## src/rtl/andor_pkg.sv

```systemverilog
// -----------------------------------------------------------------------------
// andor_pkg
// Shared definitions for the AND-OR gate vector generator and its bench:
//   - state_t      : run-control FSM states
//   - NUM_VECTORS  : number of distinct {A,B,C,D} input combinations
//   - VEC_W        : width of one vector / of the vector index
//   - andor_expect : golden function of the gate, Y = A&B | C&D
// -----------------------------------------------------------------------------
package andor_pkg;

    localparam int NUM_VECTORS = 16;
    localparam int VEC_W       = 4;

    typedef enum logic [1:0] {
        IDLE = 2'd0,
        RUN  = 2'd1,
        GAP  = 2'd2,
        DONE = 2'd3
    } state_t;

    // Vector bit 3 is A, bit 0 is D.
    function automatic logic andor_expect(input logic [VEC_W-1:0] v);
        return (v[3] & v[2]) | (v[1] & v[0]);
    endfunction

endpackage

```

## src/rtl/andor_vector_gen.sv

```systemverilog
// -----------------------------------------------------------------------------
// andor_vector_gen
// Stimulus and checking stage for the 4-input AND-OR gate. On start it walks
// all 16 {a,b,c,d} combinations beginning at START_VEC (wrapping mod 16),
// offering each one with valid/ready, drives the expected gate output with
// it, and counts how often the returned y_in disagrees on a transfer.
//
// Parameters
//   START_VEC  : first vector index (0..15)
//   GAP_CYCLES : valid-low cycles inserted after each transfer (0..15)
//
// Ports
//   clk      in   rising-edge clock
//   rst_n    in   synchronous active-low reset
//   start    in   begin a 16-vector run (only honoured in IDLE)
//   abort    in   drop the current run, back to IDLE next cycle
//   ready    in   consumer accepts the presented vector
//   y_in     in   gate output for the presented vector
//   a,b,c,d  out  presented vector, a = bit 3 ... d = bit 0
//   valid    out  a/b/c/d/exp_y hold a live vector
//   exp_y    out  expected gate output for the presented vector
//   vec_idx  out  index of the presented vector
//   busy     out  run in progress (RUN, GAP or DONE)
//   done     out  single-cycle pulse when a run completes
//   err_cnt  out  mismatching transfers in the current/last run
// -----------------------------------------------------------------------------
module andor_vector_gen
    import andor_pkg::*;
#(
    parameter int START_VEC  = 0,
    parameter int GAP_CYCLES = 0
) (
    input  logic             clk,
    input  logic             rst_n,
    input  logic             start,
    input  logic             abort,
    input  logic             ready,
    input  logic             y_in,
    output logic             a,
    output logic             b,
    output logic             c,
    output logic             d,
    output logic             valid,
    output logic             exp_y,
    output logic [VEC_W-1:0] vec_idx,
    output logic             busy,
    output logic             done,
    output logic [4:0]       err_cnt
);

    localparam logic [VEC_W-1:0] START_IDX = START_VEC[VEC_W-1:0];
    // Gap counter is preloaded so that it expires after GAP_CYCLES cycles.
    localparam logic [3:0]       GAP_LOAD  = (GAP_CYCLES > 0) ? 4'(GAP_CYCLES - 1) : 4'd0;
    // Transfer count just before the final (16th) transfer.
    localparam logic [4:0]       LAST_XFER = 5'(NUM_VECTORS - 1);

    state_t           state_reg, state_next;
    logic [VEC_W-1:0] vec_reg, vec_next;
    logic             exp_y_reg, exp_y_next;
    logic             valid_reg, valid_next;
    logic             busy_reg, busy_next;
    logic             done_reg, done_next;
    logic [4:0]       err_reg, err_next;
    logic [4:0]       xfer_reg, xfer_next;
    logic [3:0]       gap_reg, gap_next;

    logic             xfer;
    logic             mismatch;
    logic [VEC_W-1:0] vec_inc;

    assign xfer     = (state_reg == RUN) && valid_reg && ready;
    assign mismatch = (y_in != exp_y_reg);
    assign vec_inc  = vec_reg + 1'b1;   // natural 4-bit wrap 15 -> 0

    always_comb begin
        state_next = state_reg;
        vec_next   = vec_reg;
        exp_y_next = exp_y_reg;
        valid_next = valid_reg;
        busy_next  = busy_reg;
        done_next  = 1'b0;
        err_next   = err_reg;
        xfer_next  = xfer_reg;
        gap_next   = gap_reg;

        case (state_reg)
            IDLE: begin
                valid_next = 1'b0;
                busy_next  = 1'b0;
                // abort together with start suppresses the start.
                if (start && !abort) begin
                    state_next = RUN;
                    vec_next   = START_IDX;
                    exp_y_next = andor_expect(START_IDX);
                    valid_next = 1'b1;
                    busy_next  = 1'b1;
                    err_next   = 5'd0;
                    xfer_next  = 5'd0;
                end
            end
            RUN: begin
                if (xfer) begin
                    err_next  = err_reg + {4'd0, mismatch};
                    xfer_next = xfer_reg + 5'd1;
                    if (xfer_reg == LAST_XFER) begin
                        // Completion is by transfer count, never by index.
                        state_next = DONE;
                        valid_next = 1'b0;
                        done_next  = 1'b1;
                    end else if (GAP_CYCLES == 0) begin
                        vec_next   = vec_inc;
                        exp_y_next = andor_expect(vec_inc);
                    end else begin
                        state_next = GAP;
                        valid_next = 1'b0;
                        gap_next   = GAP_LOAD;
                    end
                end
            end
            GAP: begin
                // Vector outputs keep the last transferred value while idle.
                if (gap_reg == 4'd0) begin
                    state_next = RUN;
                    valid_next = 1'b1;
                    vec_next   = vec_inc;
                    exp_y_next = andor_expect(vec_inc);
                end else begin
                    gap_next = gap_reg - 4'd1;
                end
            end
            DONE: begin
                state_next = IDLE;
                busy_next  = 1'b0;
            end
            default: begin
                state_next = IDLE;
                valid_next = 1'b0;
                busy_next  = 1'b0;
            end
        endcase

        // Abort overrides the state move but leaves err_next alone, so a
        // transfer on the same edge is still scored.
        if (abort && (state_reg != IDLE)) begin
            state_next = IDLE;
            valid_next = 1'b0;
            busy_next  = 1'b0;
            done_next  = 1'b0;
        end
    end

    always_ff @(posedge clk) begin
        if (!rst_n) begin
            state_reg <= IDLE;
            vec_reg   <= '0;
            exp_y_reg <= 1'b0;
            valid_reg <= 1'b0;
            busy_reg  <= 1'b0;
            done_reg  <= 1'b0;
            err_reg   <= 5'd0;
            xfer_reg  <= 5'd0;
            gap_reg   <= 4'd0;
        end else begin
            state_reg <= state_next;
            vec_reg   <= vec_next;
            exp_y_reg <= exp_y_next;
            valid_reg <= valid_next;
            busy_reg  <= busy_next;
            done_reg  <= done_next;
            err_reg   <= err_next;
            xfer_reg  <= xfer_next;
            gap_reg   <= gap_next;
        end
    end

    assign {a, b, c, d} = vec_reg;
    assign vec_idx      = vec_reg;
    assign exp_y        = exp_y_reg;
    assign valid        = valid_reg;
    assign busy         = busy_reg;
    assign done         = done_reg;
    assign err_cnt      = err_reg;

endmodule

```

## config.mk

```make
export PLATFORM = sky130hd
export DESIGN_NAME = andor_vector_gen
export DESIGN_NICKNAME = d
export VERILOG_FILES = /design/src/rtl/andor_pkg.sv /design/src/rtl/andor_vector_gen.sv
export SDC_FILE = /design/constraint.sdc
export NUM_CORES = 1
export LEC_CHECK = 0
export CAP_MARGIN = 0
export CORE_MARGIN = 3
export CORE_UTILIZATION = 50
export DETAILED_ROUTE_END_ITERATION = 10
export PLACE_DENSITY = 0.76
export SLEW_MARGIN = 0
export SYNTH_ARGS = -nofsm -noshare
export SYNTH_HDL_FRONTEND = slang
export SYNTH_SLANG_ARGS = --single-unit
```

## constraint.sdc

```tcl
create_clock -name clk -period 3 [get_ports clk]
set_input_delay 0.9 -clock clk [delete_from_list [all_inputs] [get_ports clk]]
set_output_delay 0.9 -clock clk [all_outputs]
set_load 0.02 [all_outputs]
```

==> results by group, run 1 <==
GRT
  • Largest net degree at the start of global routing: 16
  • Number of global-route vias before repair: 1079
  • Initial antenna violation count: 0
  • First-pass GRT wire length: roughly 4.6 mm
  • Global route overflow: 0
  • GRT Overall Usage: between 15 and 20%

Route
  • Remaining DRCs: 0
  • DR pass1 iterations: 4
  • DR iter-0 viols: 42
  • Final wirelength: 2.68 mm
  • Antenna Violating Nets Remaining: 0
  • DR vias: roughly 1200
  • WL per Instance: 13.3 µm
  • Via/cell ratio: 5.82

Logic synthesis
  • Synthesis-stage register bit count: 24
  • Mapped Nets: 175
  • Synthesized cell area: about 1300 µm²
  • Avg Cell Area, Syn: around 8.5 µm²
  • Mux share of post-synthesis cell area: less than 1%
  • Top cells by area, synth: dfxtp_1, ha_1, a21oi_1
  • Mapped Cells: 157
  • Synth warn: 0
  • Top cell type's share of synthesized area: between 30% and 40%
  • Adder-cell share of the synthesized area: between 10% and 20%
  • Synth Area in Simple Gates: around 18%
  • Post-synth cell types: 38
  • Seq/Total Area, Yosys: a little over a third
  • Cell accounting for the most synthesized area: dfxtp_1
  • Largest family of logic cells by synthesized area: compound AO/OA/AOI/OAI gates
  • Post-Synth XOR/XNOR Area: under 10%
  • Synth Area in Compound Gates: between 20 and 25%

Run status
  • Status: completed

Critical path
  • Worst R2R End: vec_idx[3]
  • Crit path DAT: 2.75 ns
  • Critical path capture point type: register
  • Reg-to-reg startpoint: gap_reg[0]
  • Crit path max fanout: 15
  • Crit path capture: err_cnt[4]
  • CP Class: input port to register
  • Kind of start point of the critical path: input port
  • Setup crit start: abort
  • WP data required: ~3.2 ns
  • R2R Setup Slk: around 0.81 ns
  • Worst R2R Path Depth: 6

Pwr
  • NetSw: 0.163 mW
  • Peak supply drop: 0.275 mV
  • Pwr dens: roughly 370 nW/µm²
  • Clock power frac: approximately a quarter
  • Sw frac: approximately 28%
  • Lkg Pwr: a little under 0.6 nW
  • Flop pwr share: a little under 60%
  • Combinational share of power: 18.8%
  • Internal power: ~0.41 mW

STA
  • Relative slew slack: a little under 60%
  • Clock Skews: 0.00840 ns
  • Crit share post-route: 83.6%
  • Slew Viols, Final: 0
  • RSZ-0062 raised after global routing: no
  • Setup tns final: 0 ns
  • Least-Margin Pin Slew: 0.626 ns
  • Fin crit period: about 2.5 ns
  • Setup-failing EPs final: 0
  • Hold WS: 0.496 ns
  • Hold Fails Final Rpt: 0
  • Highest clock rate: 399 MHz

Clock tree
  • # hold bufs at CTS: 0
  • CTS Sinks: 24
  • CTS tree: done
  • Max Root-Sink Buffers: 2
  • Setup bufs post-CTS: 0
  • Cts repair resizes: 0
  • CTS Buf Count: 3
  • H-tree Lvls: 1
  • Root Driver: clkbuf_4
  • Reg clk slew, reported paths: roughly 0.12 ns
  • Clk_lat worst skew: around 0.3 ns

Die
  • Die ar.: about 3300 µm²
  • IO Pins: 23
  • Die Y: 57.5 µm
  • FP Rows: 18
  • Area of the core: roughly 2500 µm²
  • Chip Width: roughly 58 µm
  • Initial core utilization: a little over half

Worst hold path
  • Hold Crit Class: register to register

Placed design
  • Post-DP HPWL: 2.00 mm
  • Port Buf Inserts: 22
  • Gpl congestion: around 0.82
  • Inst Count DP: roughly 200

Finish
  • Ant diodes: 0
  • Area grow syn2layout: 16.6%
  • Most frequent cells in the layout: dfxtp_1, clkdlybuf4s50_1, inv_1
  • Share of layout cells above drive strength 1: under 10%
  • Final cell count without fillers: ~200
  • Most common cell after layout, fill and taps aside: dfxtp_1
  • NumNets Final: roughly 190

Job
  • MaxCap Viol Count: 0
## synthesized netlist by cell type
cell	n
dfxtp_1	24
inv_1	14
a21oi_1	13
ha_1	12
nor2_1	11
o21ai_0	11
nand2_1	10
nand3_1	8
clkbuf_1	5
a22oi_1	4
buf_4	4
or3_1	4
a31oi_1	3
nor3_1	3
xor2_1	3
a311oi_1	2
nand2b_1	2
nand4_1	2
nor2b_1	2
or4_1	2
a221oi_1	1
a22o_1	1
a22o_4	1
a22oi_2	1
a31o_2	1
a32o_1	1
a41o_1	1
and3_1	1
buf_6	1
mux2i_1	1
nand4b_1	1
o211a_1	1
o211ai_1	1
o31a_1	1
o31ai_1	1
or2b_1	1
or3b_1	1
xnor2_1	1
## cell families after synthesis
kind of cell,after synthesis
AO/OA/AOI/OAI,44
XOR/XNOR,4
adder cells (fa/ha/maj),12
buffers and inverters,24
flip-flops,24
multiplexers,1
AND/OR/NAND/NOR,48
## layout make-up
cell class	instances	area (µm²)
sequential	24	480
inverter	14	52.6
fill	224	952
multi-input combinational	109	734
clock buffer	3	22.5
tap	30	37.5
timing repair buffer	22	220
## metrics by stage
stage	cell area (µm²)	total power, mW	utilization, %	worst slack, ns
after detailed placement	1530	0.447	61.0	0.186
after global placement	1530	0.444	61.0	0.313
after floorplan	1330	0.415	-	0.862
final	1550	0.576	61.9	0.492
after CTS	1550	0.583	61.9	0.512
after global routing	1550	0.610	61.9	0.373
## power by group through the flow
| stage | clock [mW] | sequential, mW | combinational (mW) |
|---|---|---|---|
| global placement | 0 | 0.339 | 0.104 |
| finish | 0.134 | 0.333 | 0.108 |
| floorplan | 0 | 0.343 | 0.0720 |
| detailed placement | 0 | 0.340 | 0.107 |
| CTS | 0.142 | 0.333 | 0.107 |
| global route | 0.155 | 0.335 | 0.119 |
## worst min path at each step
stage	start	to	slack, ns	depth (start not counted)
after floorplan	xfer_reg[3]	xfer_reg[3]	0.45	2
after global placement	err_cnt[4]	err_cnt[4]	0.46	2
after detailed placement	xfer_reg[3]	xfer_reg[3]	0.48	2
after CTS	xfer_reg[3]	xfer_reg[3]	0.49	2
after global routing	xfer_reg[3]	xfer_reg[3]	0.52	2
final	xfer_reg[3]	xfer_reg[3]	0.50	2
## metal layers
layer / wire length [µm] / up-vias / global-route usage (%)
li1: - / 586 / -
met1: 1290 / 561 / 22.4
met2: 1260 / 25 / 29.0
met3: 107 / 4 / 2.94
met4: 25 / 0 / 5.96
met5: 0 / - / 0
## critical path, stage by stage
cell and delay [ns]:
clkdlybuf4s50_1 0.42, nand2b_1 0.29, a22o_1 0.44, or4_1 0.52
a21oi_1 0.17
Power figures use the tool's default switching activity.
==> inputs of run 2 (changes only) <==
--- a/config.mk
+++ b/config.mk
@@ -7,9 +7,9 @@
 export LEC_CHECK = 0
 export CAP_MARGIN = 0
 export CORE_MARGIN = 3
-export CORE_UTILIZATION = 50
+export CORE_UTILIZATION = 47
 export DETAILED_ROUTE_END_ITERATION = 10
-export PLACE_DENSITY = 0.76
+export PLACE_DENSITY = 0.75
 export SLEW_MARGIN = 0
 export SYNTH_ARGS = -nofsm -noshare
 export SYNTH_HDL_FRONTEND = slang
==> constraint.sdc (replaced) <==
create_clock -name clk -period 2.1 [get_ports clk]
set_input_delay 0.63 -clock clk [delete_from_list [all_inputs] [get_ports clk]]
set_output_delay 0.63 -clock clk [all_outputs]
set_load 0.02 [all_outputs]
==> results by group, run 2 (synthesis results as in run 1) <==
Run status
  • Status: completed (unchanged)

Critical path
  • CP max stage delay: 0.63 ns (was 0.52 ns)
  • WP data required: 1.47 ns (was 3.24 ns)
  • R2R Setup Slk: 0.11 ns (was 0.81 ns)
  • Setup crit start: err_cnt[2] (was abort)
  • CP Class: register to primary output (was input port to register)
  • Crit path DAT: 1.39 ns (was 2.75 ns)
  • Worst R2R Path Depth: 6 (unchanged)
  • Worst R2R End: vec_idx[3] (unchanged)
  • Crit path max fanout: 5 (was 15)
  • Reg-to-reg startpoint: gap_reg[0] (unchanged)
  • Critical path depth in cells: 1 (was 5)
  • Delay-heaviest family, CP: buffers and inverters (was simple AND/OR/NAND/NOR gates)
  • Kind of start point of the critical path: register (was input port)
  • Critical path capture point type: primary output (was register)
  • Crit path capture: err_cnt[2] (was err_cnt[4])
  • Sum of buffers and inverters on the critical path: 1 (unchanged)
  • Critical-path top delay cell: clkdlybuf4s50_1 (was or4_1)
  • Critical path cell sequence: clkdlybuf4s50_1 (was clkdlybuf4s50_1 -> nand2b_1 -> a22o_1 -> or4_1 -> a21oi_1)

STA
  • Hold WS: 0.503 ns (was 0.496 ns)
  • Hold Fails Final Rpt: 0 (unchanged)
  • Fin crit period: 2.02 ns
  • Relative slew slack: 70.0% (was 57.8%)
  • Highest clock rate: about 500 MHz
  • Slew Viols, Final: 0 (unchanged)
  • Clock Skews: 0.0147 ns (was 0.00840 ns)
  • Least-Margin Pin Slew: 0.445 ns (was 0.626 ns)
  • Setup tns final: 0 ns (unchanged)
  • Setup-failing EPs final: 0 (unchanged)
  • Worst Setup Slack, final: 0.0828 ns (was 0.492 ns)
  • RSZ-0062 raised after global routing: no (unchanged)
  • Crit share post-route: 96.1%

Die
  • Area of the core: 2590 µm² (was 2500 µm²)
  • Initial core utilization: 51.3% (was 53.1%)
  • FP Rows: 18 (unchanged)
  • Die ar.: 3500 µm² (was 3310 µm²)
  • Chip Width: 59.1 µm (was 57.5 µm)
  • Die Y: 59.1 µm (was 57.5 µm)
  • IO Pins: 23 (unchanged)

Placed design
  • Post-DP HPWL: 2.39 mm (was 2.00 mm)
  • Setup Slack @ Placement: -0.210 ns (was 0.186 ns)
  • Gpl congestion: 0.851 (was 0.819)
  • Inst Count DP: 220 (was 199)
  • Post-DP Area: 1680 µm² (was 1530 µm²)
  • Port Buf Inserts: 22 (unchanged)

Finish
  • Most frequent cells in the layout: dfxtp_1, buf_4, clkdlybuf4s50_1 (was dfxtp_1, clkdlybuf4s50_1, inv_1)
  • Share of layout cells above drive strength 1: 17.0% (was 3.49%)
  • Area grow syn2layout: 32.9% (was 16.6%)
  • NumNets Final: 213 (was 192)
  • Ant diodes: 0 (unchanged)
  • Core Util, Final: 68.1% (was 61.9%)
  • Final cell count without fillers: 224 (was 202)
  • Most common cell after layout, fill and taps aside: dfxtp_1 (unchanged)
  • Design area: 1760 µm² (was 1550 µm²)

GRT
  • First-pass GRT wire length: 5.13 mm (was 4.60 mm)
  • Number of global-route vias before repair: 1190 (was 1079)
  • Largest net degree at the start of global routing: 15 (was 16)
  • Initial antenna violation count: 0 (unchanged)
  • Global route overflow: 0 (unchanged)
  • GRT Overall Usage: 18.9% (was 17.3%)

Route
  • Antenna Violating Nets Remaining: 0 (unchanged)
  • Via/cell ratio: 5.64 (was 5.82)
  • DR pass1 iterations: 4 (unchanged)
  • Remaining DRCs: 0 (unchanged)
  • Final wirelength: 3.14 mm (was 2.68 mm)
  • DR iter-0 viols: 38 (was 42)
  • DR vias: 1263 (was 1176)
  • WL per Instance: 14.0 µm (was 13.3 µm)

Clock tree
  • Clk_lat worst skew: 0.33 ns (was 0.30 ns)
  • CTS Sinks: 24 (unchanged)
  • # hold bufs at CTS: 0 (unchanged)
  • CTS Buf Count: 3 (unchanged)
  • CTS tree: done (unchanged)
  • Reg clk slew, reported paths: 0.15 ns (was 0.12 ns)
  • H-tree Lvls: 1 (unchanged)
  • Root Driver: clkbuf_4 (unchanged)
  • Max Root-Sink Buffers: 2 (unchanged)

Worst hold path
  • Hold Crit Class: register to register (unchanged)

Pwr
  • Pwr Total: 1.03 mW (was 0.576 mW)
  • Lkg Pwr: 0.819 nW (was 0.585 nW)
  • Pwr dens: 582 nW/µm² (was 372 nW/µm²)
  • Peak supply drop: 0.976 mV (was 0.275 mV)

Job
  • MaxCap Viol Count: 0 (unchanged)
## run 2: what timing repair did
item,in CTS,in global routing
endpoints found under the hold margin,0,0
setup buffers,0,0
setup endpoints to repair,0,9
gates resized for setup,0,12
## run 2: how the worst min path moves through the flow
stage | start | end | cells after the start
floorplan | xfer_reg[3] | xfer_reg[3] | 2
global placement | err_cnt[4] | err_cnt[4] | 2
detailed placement | err_cnt[4] | err_cnt[4] | 2
CTS | err_cnt[4] | err_cnt[4] | 2
global route | err_cnt[4] | err_cnt[4] | 2
finish | err_cnt[4] | err_cnt[4] | 2
## run 2: cell type report
cell class	instances	area [µm²]
clock buffer	3	22.5
clock inverter	1	30.0
fill	204	826
inverter	14	52.6
multi-input combinational	109	744
sequential	24	482
tap	30	37.5
timing repair buffer	43	395
## run 2: power breakdown
part           total, mW  internal, mW  switching [mW]
Combinational      0.209         0.103           0.107
Sequential         0.476         0.464          0.0119
Clock              0.343         0.193           0.149
## run 2: metal layers
metal	global-route usage, %	vias to the layer above	part of all wire, %
met3	4.79	6	4.6
met5	0	-	0
met2	33.6	31	51
met1	22.4	595	43
met4	5.18	0	1.3
li1	-	631	-
